### src/rtl/control_unit_pkg.sv
// Shared encodings for the control unit: FSM states, opcodes, ALU functions
// and the opcode-class bundle produced by the instruction decoder.
package control_unit_pkg;

  // PC advances by this constant each fetch (supplied by the datapath's constant-2 source)
  localparam int         PC_INC      = 2;
  localparam logic [4:0] RESET_STATE = 5'd0;

  // FSM state encodings
  localparam logic [4:0] S_IDLE = RESET_STATE;
  localparam logic [4:0] S_F0   = 5'd1;
  localparam logic [4:0] S_F1   = 5'd2;
  localparam logic [4:0] S_F2   = 5'd3;
  localparam logic [4:0] S_F3   = 5'd4;
  localparam logic [4:0] S_F4   = 5'd5;
  localparam logic [4:0] S_F5   = 5'd6;
  localparam logic [4:0] S_DEC  = 5'd7;
  localparam logic [4:0] S_E0   = 5'd8;
  localparam logic [4:0] S_E1   = 5'd9;
  localparam logic [4:0] S_E2   = 5'd10;
  localparam logic [4:0] S_L0   = 5'd11;
  localparam logic [4:0] S_L1   = 5'd12;
  localparam logic [4:0] S_L2   = 5'd13;
  localparam logic [4:0] S_L3   = 5'd14;
  localparam logic [4:0] S_L4   = 5'd15;
  localparam logic [4:0] S_W0   = 5'd16;
  localparam logic [4:0] S_W1   = 5'd17;
  localparam logic [4:0] S_W2   = 5'd18;
  localparam logic [4:0] S_W3   = 5'd19;
  localparam logic [4:0] S_W4   = 5'd20;
  localparam logic [4:0] S_B0   = 5'd21;
  localparam logic [4:0] S_B1   = 5'd22;
  localparam logic [4:0] S_HALT = 5'd23;

  // Opcodes outside the ALU range 0000-0110
  localparam logic [3:0] OP_LD   = 4'b1000;
  localparam logic [3:0] OP_ST   = 4'b1001;
  localparam logic [3:0] OP_BZ   = 4'b1010;
  localparam logic [3:0] OP_BN   = 4'b1011;
  localparam logic [3:0] OP_JMP  = 4'b1100;
  localparam logic [3:0] OP_HALT = 4'b1111;

  // ALU function selects; ALU opcodes use op[2:0] directly
  localparam logic [2:0] FN_ADD   = 3'b000;
  localparam logic [2:0] FN_SUB   = 3'b001;
  localparam logic [2:0] FN_AND   = 3'b010;
  localparam logic [2:0] FN_OR    = 3'b011;
  localparam logic [2:0] FN_XOR   = 3'b100;
  localparam logic [2:0] FN_NOT   = 3'b101;
  localparam logic [2:0] FN_SHL   = 3'b110;
  localparam logic [2:0] FN_PASSX = 3'b111;

  typedef struct packed {
    logic is_alu;
    logic is_ld;
    logic is_st;
    logic is_br;
    logic is_jmp;
    logic is_halt;
    logic is_ill;
  } op_class_t;

endpackage

### src/rtl/control_unit_decode.sv
// Opcode classifier: maps IR[15:12] to exactly one instruction class.
module control_unit_decode
  import control_unit_pkg::*;
(
  input  logic [3:0] op,
  output op_class_t  cls
);

  // One-hot class from opcode; 0111, 1101 and 1110 fall through to illegal
  always_comb begin
    cls = '0;
    if (!op[3] && (op[2:0] != 3'b111)) begin
      cls.is_alu = 1'b1;
    end else begin
      case (op)
        OP_LD:        cls.is_ld   = 1'b1;
        OP_ST:        cls.is_st   = 1'b1;
        OP_BZ, OP_BN: cls.is_br   = 1'b1;
        OP_JMP:       cls.is_jmp  = 1'b1;
        OP_HALT:      cls.is_halt = 1'b1;
        default:      cls.is_ill  = 1'b1;
      endcase
    end
  end

endmodule

### src/rtl/control_unit.sv
// Hardwired fetch/decode/execute sequencer for the 16-bit datapath.
// Moore machine: every control line is a function of the state and the
// IR fields latched in DEC; IDLE and HALT drive all control lines low.
module control_unit
  import control_unit_pkg::*;
(
  input  logic        clk,
  input  logic        rst,
  input  logic        start,
  input  logic [15:0] ir,
  input  logic        zin,
  input  logic        sin,
  input  logic        cin,
  input  logic        vin,
  input  logic        mem_rdy,
  output logic        lmar,
  output logic        lt,
  output logic        lpc,
  output logic        lir,
  output logic        lmdr,
  output logic        ldx,
  output logic        ldy,
  output logic        tt,
  output logic        tpc,
  output logic        tp,
  output logic        t2,
  output logic        tmdr2x,
  output logic        rmdri,
  output logic        rmarx,
  output logic        rdr,
  output logic        wrr,
  output logic [2:0]  pa,
  output logic [2:0]  wpa,
  output logic [2:0]  fnsel,
  output logic        mem_rd,
  output logic        mem_wr,
  output logic        halted,
  output logic        illegal
);

  logic [4:0] state;
  logic [4:0] state_nx;
  logic [2:0] rd_f;
  logic [2:0] rs_f;
  logic [2:0] fn_f;
  logic [3:0] flags;      // {z, s, c, v} from the last ALU writeback
  op_class_t  cls;
  logic       br_taken;
  logic       unused_bits;

  control_unit_decode u_decode (
    .op  (ir[15:12]),
    .cls (cls)
  );

  // JMP always redirects; BZ (op[0]=0) tests z, BN (op[0]=1) tests s
  assign br_taken    = cls.is_jmp || (cls.is_br && (ir[12] ? flags[2] : flags[3]));
  assign unused_bits = ^{ir[5:0], flags[1:0]};

  // Next-state sequencing; memory states hold until mem_rdy
  always_comb begin
    state_nx = state;
    case (state)
      S_IDLE: if (start) state_nx = S_F0;
      S_F0:   state_nx = S_F1;
      S_F1:   state_nx = S_F2;
      S_F2:   if (mem_rdy) state_nx = S_F3;
      S_F3:   state_nx = S_F4;
      S_F4:   state_nx = S_F5;
      S_F5:   state_nx = S_DEC;
      S_DEC: begin
        if (cls.is_alu)     state_nx = S_E0;
        else if (cls.is_ld) state_nx = S_L0;
        else if (cls.is_st) state_nx = S_W0;
        else if (br_taken)  state_nx = S_B0;
        else if (cls.is_br) state_nx = S_F0;
        else                state_nx = S_HALT;
      end
      S_E0:   state_nx = S_E1;
      S_E1:   state_nx = S_E2;
      S_E2:   state_nx = S_F0;
      S_L0:   state_nx = S_L1;
      S_L1:   state_nx = S_L2;
      S_L2:   if (mem_rdy) state_nx = S_L3;
      S_L3:   state_nx = S_L4;
      S_L4:   state_nx = S_F0;
      S_W0:   state_nx = S_W1;
      S_W1:   state_nx = S_W2;
      S_W2:   state_nx = S_W3;
      S_W3:   state_nx = S_W4;
      S_W4:   if (mem_rdy) state_nx = S_F0;
      S_B0:   state_nx = S_B1;
      S_B1:   state_nx = S_F0;
      S_HALT: state_nx = S_HALT;
      default: state_nx = S_IDLE;
    endcase
  end

  // State register
  always_ff @(posedge clk or negedge rst) begin
    if (!rst) state <= S_IDLE;
    else      state <= state_nx;
  end

  // Latch register addresses and ALU function while decoding
  always_ff @(posedge clk or negedge rst) begin
    if (!rst) begin
      rd_f <= '0;
      rs_f <= '0;
      fn_f <= '0;
    end else if (state == S_DEC) begin
      rd_f <= ir[11:9];
      rs_f <= ir[8:6];
      fn_f <= ir[14:12];
    end
  end

  // Flags follow only ALU-op writeback
  always_ff @(posedge clk or negedge rst) begin
    if (!rst)                flags <= '0;
    else if (state == S_E2)  flags <= {zin, sin, cin, vin};
  end

  // Sticky halt status, set as DEC commits to HALT
  always_ff @(posedge clk or negedge rst) begin
    if (!rst) begin
      halted  <= 1'b0;
      illegal <= 1'b0;
    end else if (state == S_DEC) begin
      if (cls.is_halt || cls.is_ill) halted  <= 1'b1;
      if (cls.is_ill)                illegal <= 1'b1;
    end
  end

  // Control word decode; memory requests appear only once MAR holds the address
  always_comb begin
    lmar = 1'b0; lt = 1'b0; lpc = 1'b0; lir = 1'b0; lmdr = 1'b0; ldx = 1'b0; ldy = 1'b0;
    tt = 1'b0; tpc = 1'b0; tp = 1'b0; t2 = 1'b0; tmdr2x = 1'b0;
    rmdri = 1'b0; rmarx = 1'b0; rdr = 1'b0; wrr = 1'b0;
    pa = 3'b000; wpa = 3'b000; fnsel = 3'b000;
    mem_rd = 1'b0; mem_wr = 1'b0;
    case (state)
      S_F0, S_F3:       begin tpc = 1'b1; ldx = 1'b1; end
      S_F1, S_L1, S_W1: begin fnsel = FN_PASSX; lmar = 1'b1; end
      S_F2:             begin mem_rd = 1'b1; rmarx = 1'b1; lmdr = 1'b1; lir = 1'b1; end
      S_F4:             begin t2 = 1'b1; ldy = 1'b1; end
      S_F5:             begin fnsel = FN_ADD; lpc = 1'b1; end
      S_E0:             begin rdr = 1'b1; pa = rs_f; tp = 1'b1; ldy = 1'b1; end
      S_E1, S_W2:       begin rdr = 1'b1; pa = rd_f; tp = 1'b1; ldx = 1'b1; end
      S_E2:             begin fnsel = fn_f; wrr = 1'b1; wpa = rd_f; end
      S_L0, S_W0, S_B0: begin rdr = 1'b1; pa = rs_f; tp = 1'b1; ldx = 1'b1; end
      S_L2:             begin mem_rd = 1'b1; rmarx = 1'b1; lmdr = 1'b1; end
      S_L3:             begin tmdr2x = 1'b1; ldx = 1'b1; end
      S_L4:             begin fnsel = FN_PASSX; wrr = 1'b1; wpa = rd_f; end
      S_W3:             begin fnsel = FN_PASSX; rmdri = 1'b1; lmdr = 1'b1; end
      S_W4:             begin mem_wr = 1'b1; end
      S_B1:             begin fnsel = FN_PASSX; lpc = 1'b1; end
      default:          begin end
    endcase
  end

endmodule

### config.mk
export PLATFORM = sky130hd
export DESIGN_NAME = control_unit
export DESIGN_NICKNAME = d
export VERILOG_FILES = /design/src/rtl/control_unit_pkg.sv /design/src/rtl/control_unit_decode.sv /design/src/rtl/control_unit.sv
export SDC_FILE = /design/constraint.sdc
export NUM_CORES = 1
export LEC_CHECK = 0
export CAP_MARGIN = 20
export CORE_ASPECT_RATIO = 0.6
export CORE_MARGIN = 3
export CORE_UTILIZATION = 27
export CTS_CLUSTER_DIAMETER = 40
export DETAILED_ROUTE_END_ITERATION = 6
export HOLD_SLACK_MARGIN = 0.02
export PLACE_DENSITY = 0.56
export SYNTH_ARGS = -nofsm -noshare
export SYNTH_HDL_FRONTEND = slang
export SYNTH_SLANG_ARGS = --single-unit
### constraint.sdc
create_clock -name clk -period 1.9 [get_ports clk]
set_clock_uncertainty 0.15 [all_clocks]
set_input_delay 0.57 -clock clk [delete_from_list [all_inputs] [get_ports clk]]
set_output_delay 0.57 -clock clk [all_outputs]
set_load 0.01 [all_outputs]
==> flow_summary.json, run 1 <==
{
  "outcome": "finished, violations left",
  "violations": "negative setup slack",
  "routabilityCongestion": 0.843,
  "diodes": 0,
  "p_per_area_nw_per_um2": 1660,
  "chipWidth_um": 105,
  "synth_top_family_by_area": "compound AO/OA/AOI/OAI gates",
  "rsz0062_at_grt": "yes",
  "ant_nets": 0,
  "setup_ws_ns": -0.590,
  "crit_fanout": 6,
  "crit_family": "simple AND/OR/NAND/NOR gates",
  "p_total_uw": 4880,
  "fillers": 504,
  "yosysMostFrequentCell": "dfrtp_1",
  "synthSimpleGateAreaFrac_pct": 24.1,
  "whs_path_depth": 1,
  "grt_pass1_vias": 1771,
  "cpPeakStageDelay_ns": 0.47,
  "clock_latency_ns": 0.25,
  "clockBufferDepth": 2,
  "drt_iter0_markers": 65,
  "core_um2": 5360,
  "grt_overflow_total": 0,
  "cts.clk_slew.worst_paths_ns": 0.07,
  "cts_buffers": 3,
  "rows": 20,
  "seq_area_frac_synth_pct": 28.4,
  "drive_gt1_share_pct": 61.3,
  "post-route-period-util_pct": 131,
  "crit_path_start_kind": "flip-flop",
  "r2r_start": "state[2]",
  "synth_xor_area_share_pct": 1.10,
  "whs_endpoint": "illegal",
  "die_h_um": 65.4,
  "r2r_cells": 9,
  "setup_viol": 39,
  "drv_cap": 0,
  "nets": 312,
  "final_hold_viol_count": 0,
  "fin_crit_ns": 2.49,
  "placed_cells": 339,
  "post-dp-hpwl_mm": 3.82,
  "synth_flop_cell": "dfrtp_1",
  "p_leak_uw": 0.00138,
  "netlist.top_cell.by_area": "dfrtp_1",
  "crit_buf_inv": 2,
  "htree_levels": 1,
  "synth_compound_gate_area_share_pct": 26.1,
  "peakVddDrop_v": 0.000611,
  "synth_commonest_cells": "dfrtp_1, nand2_1, nor2_1, mux2_2, a21oi_1",
  "rrSetupSlack_ns": -0.19,
  "muxShareOfSynthArea_pct": 7.81,
  "mappedNetlistArea_um2": 1590,
  "cts.sink_count": 18,
  "instances_no_fill": 364,
  "r2r_end": "rd_f[0]",
  "drc": 0,
  "drt_pass1_iterations": 4,
  "regArea_um2": 455,
  "synthAdderAreaFrac_pct": 0.710,
  "vias_per_cell": 4.66,
  "grt_util_all_layers_pct": 16.4,
  "grt_pass1_wl_mm": 9.07,
  "area_growth_pct": 85.2,
  "critPathCaptureType": "primary output",
  "start_util_pct": 29.6,
  "post_drt_wl_per_cell_um": 15.3,
  "crit_type": "flip-flop to primary output",
  "antenna_found_initial": 0,
  "wl_mm": 5.58,
  "synth_enable_flop_cells": 0,
  "io_pins": 53,
  "fmax_mhz": 402,
  "cp_slowest_cell": "dfrtp_2",
  "path_cells": "buf_6 > and3b_4 > nor2_2 > or3_4 > o41ai_4 > buf_2",
  "min_path_type": "flip-flop to flip-flop",
  "syn_avg_cell_area_um2": 8.91,
  "root_buffer": "clkbuf_8",
  "hp-start": "illegal",
  "tritoncts": "yes",
  "multi_input_area_um2": 1220,
  "worstSetupPathDepth": 6,
  "vias": 1696,
  "required_ns": 1.18,
  "grt_max_degree": 19,
  "synth.distinct_cells": 54,
  "ys_seq_elements": 18,
  "synth_top_area_share_pct": 28.4,
  "cp.arrival_ns": 1.77,
  "yosys-top-cells-area": "dfrtp_1, mux2_2, buf_6",
  "synth_cells": 178,
  "dieArea_um2": 6860,
  "port_buffers": 42,
  "yosysWarnings": 0,
  "async_flop_share_pct": 100,
  "drv_slew": 0
}
-- metal layers --
metal	global-route usage, %	part of all wire [%]	vias to the layer above
li1	-	-	846
met2	25.2	43	64
met3	3.04	8.0	0
met1	24.4	49	786
met4	2.78	0	0
met5	0	0	-
-- per-stage QoR --
step	worst slack (ns)	utilization, %	TNS (ns)	instance area [µm²]	hold slack, ns
after global routing	-0.678	54.9	-15.67	2940	0.357
after detailed placement	-0.723	45.8	-16.70	2450	0.317
final	-0.590	54.9	-12.07	2940	0.320
after floorplan	-0.168	-	-0.894	1630	0.124
after global placement	-0.721	45.8	-16.37	2450	0.306
after CTS	-0.573	51.8	-11.95	2770	0.333
-- sequential cells by signal (all words and copies together), names as in the netlist --
name     count
illegal      1
rs_f         3
rd_f         3
fn_f         3
flags        2
state        5
halted       1
-- kinds of logic after synthesis --
| group | Yosys count |
|---|---|
| and+or+nand+nor | 67 |
| AOI/OAI and AO/OA | 53 |
| buffers and inverters | 25 |
| DFF | 18 |
| muxes | 11 |
| xor gates and xnor gates | 2 |
| adders and majority gates | 1 |
| other | 1 |
-- where the power goes --
part	switching [µW]	leakage [µW]	internal (µW)
clock network	123	0.0000288	184
registers	209	0.000214	585
logic	1690	0.00114	2090
total	2020	0.00138	2850
-- cells in the final DEF, fill, tap and decap left out, types with 8 or more instances in the layout --
cell type and n:
buf_2 18, buf_6 27, buf_4 58, nand2_1 13, dfrtp_1 14, clkdlybuf4s50_1 11
a21oi_1 8, mux2_4 9, nor2_1 11
-- worst max-delay path by stage --
| stage | start | endpoint | slack, ns |
|---|---|---|---|
| finish | state[1] | lmar | -0.59 |
| detailed placement | state[3] | lmar | -0.72 |
| global route | state[2] | pa[1] | -0.68 |
| global placement | state[3] | lmar | -0.72 |
| floorplan | state[2] | tp | -0.17 |
| CTS | state[3] | fnsel[0] | -0.57 |
-- layout make-up --
cell class	instances	share of cell area [%]
Clock buffer	4	1.87
Inverter	4	0.511
Multi-Input combinational cell	136	41.6
Sequential cell	18	15.5
Tap cell	77	3.28
Timing Repair Buffer	125	37.3
-- repair_timing --
item                                    in CTS  in global routing
hold buffers                                 0                  0
setup buffers                               17                  7
pin swaps                                   21                 23
gates cloned                                 1                  0
endpoints found under the setup margin      30                 45
gates resized for setup                    154                 41
Note: power is estimated with default switching activity, not from simulation.
==> run 2: changes to the inputs <==
ABC_AREA = 1   (was default)
clock period = 3.2 ns   (was 1.9 ns; I/O delays follow)
==> flow_summary.json, run 2 <==
{
  "dieArea_um2": 6090,
  "critPathCaptureType": "primary output",
  "required_ns": 2.09,
  "drt_iter0_markers": 195,
  "hold_slack_ns": 0.318,
  "synth_commonest_cells": "nand2_1, inv_1, nor2_1, dfrtp_1, nand3_1",
  "synth_flop_cell": "dfrtp_1",
  "drive_gt1_share_pct": 16.8,
  "post-route-period-util_pct": 97.5,
  "grt_pass1_vias": 1303,
  "drv_slew": 0,
  "pre_cts_ws_ns": 0.146,
  "r2r_cells": 8,
  "outcome": "finished, final reports clean",
  "routabilityCongestion": 0.961,
  "peakVddDrop_v": 0.000315,
  "syn_avg_cell_area_um2": 6.11,
  "wl_mm": 4.18,
  "synth_enable_flop_cells": 0,
  "fin_crit_ns": 3.12,
  "cp_slowest_cell": "clkdlybuf4s50_1",
  "min_path_type": "flip-flop to flip-flop",
  "post_drt_wl_per_cell_um": 12.0,
  "cp.arrival_ns": 2.01,
  "async_flop_share_pct": 100,
  "crit_path_start_kind": "flip-flop",
  "mappedNetlistArea_um2": 1390,
  "p_leak_uw": 0.00126,
  "p_total_uw": 1850,
  "rsz0062_at_grt": "no",
  "nets": 310,
  "clock_latency_ns": 0.26,
  "whs_endpoint": "illegal",
  "whs_path_depth": 2,
  "drt_pass1_iterations": 4,
  "root_buffer": "clkbuf_8",
  "hp-start": "illegal",
  "rows": 19,
  "crit_start": "state[2]",
  "fillers": 515,
  "netlist.top_cell.by_area": "dfrtp_1",
  "cts.sink_count": 18,
  "cpPeakStageDelay_ns": 0.54,
  "die_h_um": 61.7,
  "grt_overflow_total": 0,
  "cpMostUsedCell": "nor2_4",
  "vias_per_cell": 4.49,
  "setup_viol": 0,
  "final_hold_viol_count": 0,
  "largest_register_ffs": 5,
  "final_common_cell": "nand2_1",
  "crit_fanout": 6,
  "grt_util_all_layers_pct": 13.9,
  "area_growth_pct": 51.0,
  "ant_nets": 0,
  "grt_max_degree": 19,
  "port_buffers": 42,
  "chipWidth_um": 98.8,
  "grt_pass1_wl_mm": 6.58,
  "post-dp-hpwl_mm": 3.35,
  "drv_cap": 0,
  "rrSetupSlack_ns": 1.43,
  "p_per_area_nw_per_um2": 878,
  "io_pins": 53,
  "yosys-top-cells-area": "dfrtp_1, nand2_1, inv_1",
  "path_cells": "inv_1 > nand2_1 > buf_4 > nor2_4 > nor2_4 > nor2_1 > clkdlybuf4s50_1",
  "tritoncts": "yes",
  "diodes": 0,
  "synth_top_area_share_pct": 32.3,
  "start_util_pct": 29.2,
  "synth.distinct_cells": 24,
  "seq_area_frac_synth_pct": 32.3,
  "final_util_pct": 44.0,
  "most-common-layout-cells": "nand2_1, inv_1, clkdlybuf4s50_1",
  "clockBufferDepth": 2,
  "cts.clk_slew.worst_paths_ns": 0.07,
  "yosysMostFrequentCell": "nand2_1",
  "crit_type": "flip-flop to primary output",
  "ys_seq_elements": 18,
  "setup_tns_ns": 0,
  "core_um2": 4780,
  "cts_buffers": 3,
  "htree_levels": 1,
  "drc": 0,
  "r2r_end": "halted",
  "antenna_found_initial": 0,
  "r2r_start": "state[0]",
  "yosysWarnings": 0,
  "fmax_mhz": 321,
  "synth_cells": 228,
  "vias": 1561,
  "setup_ws_ns": 0.0803,
  "top_register": "state"
}
[run 2: per-layer routing]
layer  share of wire [%]  up-vias  GRT usage [%]
met1                  55      682           22.6
li1                    -      816              -
met4                0.36        0           2.33
met2                  37       60           17.7
met3                 7.7        3           3.73
met5                   0        -              0
[run 2: per-stage QoR]
stage | instances | instance area, µm²
floorplan | 229 | 1400
global placement | 335 | 1900
detailed placement | 335 | 1900
CTS | 342 | 2020
global route | 348 | 2100
finish | 348 | 2100
[run 2: cell type report]
cell class | instances | area (µm²) | share of cell area, %
sequential | 18 | 457 | 21.7
clock buffer | 4 | 55.1 | 2.62
inverter | 41 | 154 | 7.31
tap | 63 | 78.8 | 3.75
timing repair buffer | 58 | 566 | 26.9
multi-input combinational | 164 | 795 | 37.8
[run 2: worst max-delay path by stage]
stage,to
after floorplan,tp
after detailed placement,fnsel[2]
final,wpa[1]
after CTS,pa[0]
after global routing,wpa[1]
after global placement,fnsel[1]
[run 2: cells by family (layout without fill, tap and decap cells)]
group | count (synthesis) | count (layout) | synth area share [%]
AND/OR/NAND/NOR | 137 | 137 | 42.8
buffers and inverters | 47 | 103 | 14.4
AO/OA/AOI/OAI | 25 | 25 | 10.2
flip-flops | 18 | 18 | 32.3
other | 1 | 2 | 0.269
[run 2: critical path: cells and delay by family (launching register included)]
family	cells	cell delay [ns]
buffers and inverters	3	0.86
flip-flops	1	0.48
AND/OR/NAND/NOR	4	0.41
[run 2: timing repair]
action,4_1_cts,5_1_grt
pin swaps,3,4
gates resized for setup,13,15
hold buffers,0,0
buffers inserted,3,6
endpoints found under the setup margin,13,13
[run 2: power breakdown]
| group | internal, µW | switching (µW) | total, µW |
|---|---|---|---|
| logic | 539 | 678 | 1220 |
| registers | 343 | 98.1 | 441 |
| clock network | 110 | 80.7 | 190 |
| total | 991 | 857 | 1850 |
==> run 3: changes to the inputs <==
CAP_MARGIN = default   (was 20)
==> results of run 3 <==
Final layout, timing and power as in run 2 (identical DEF).
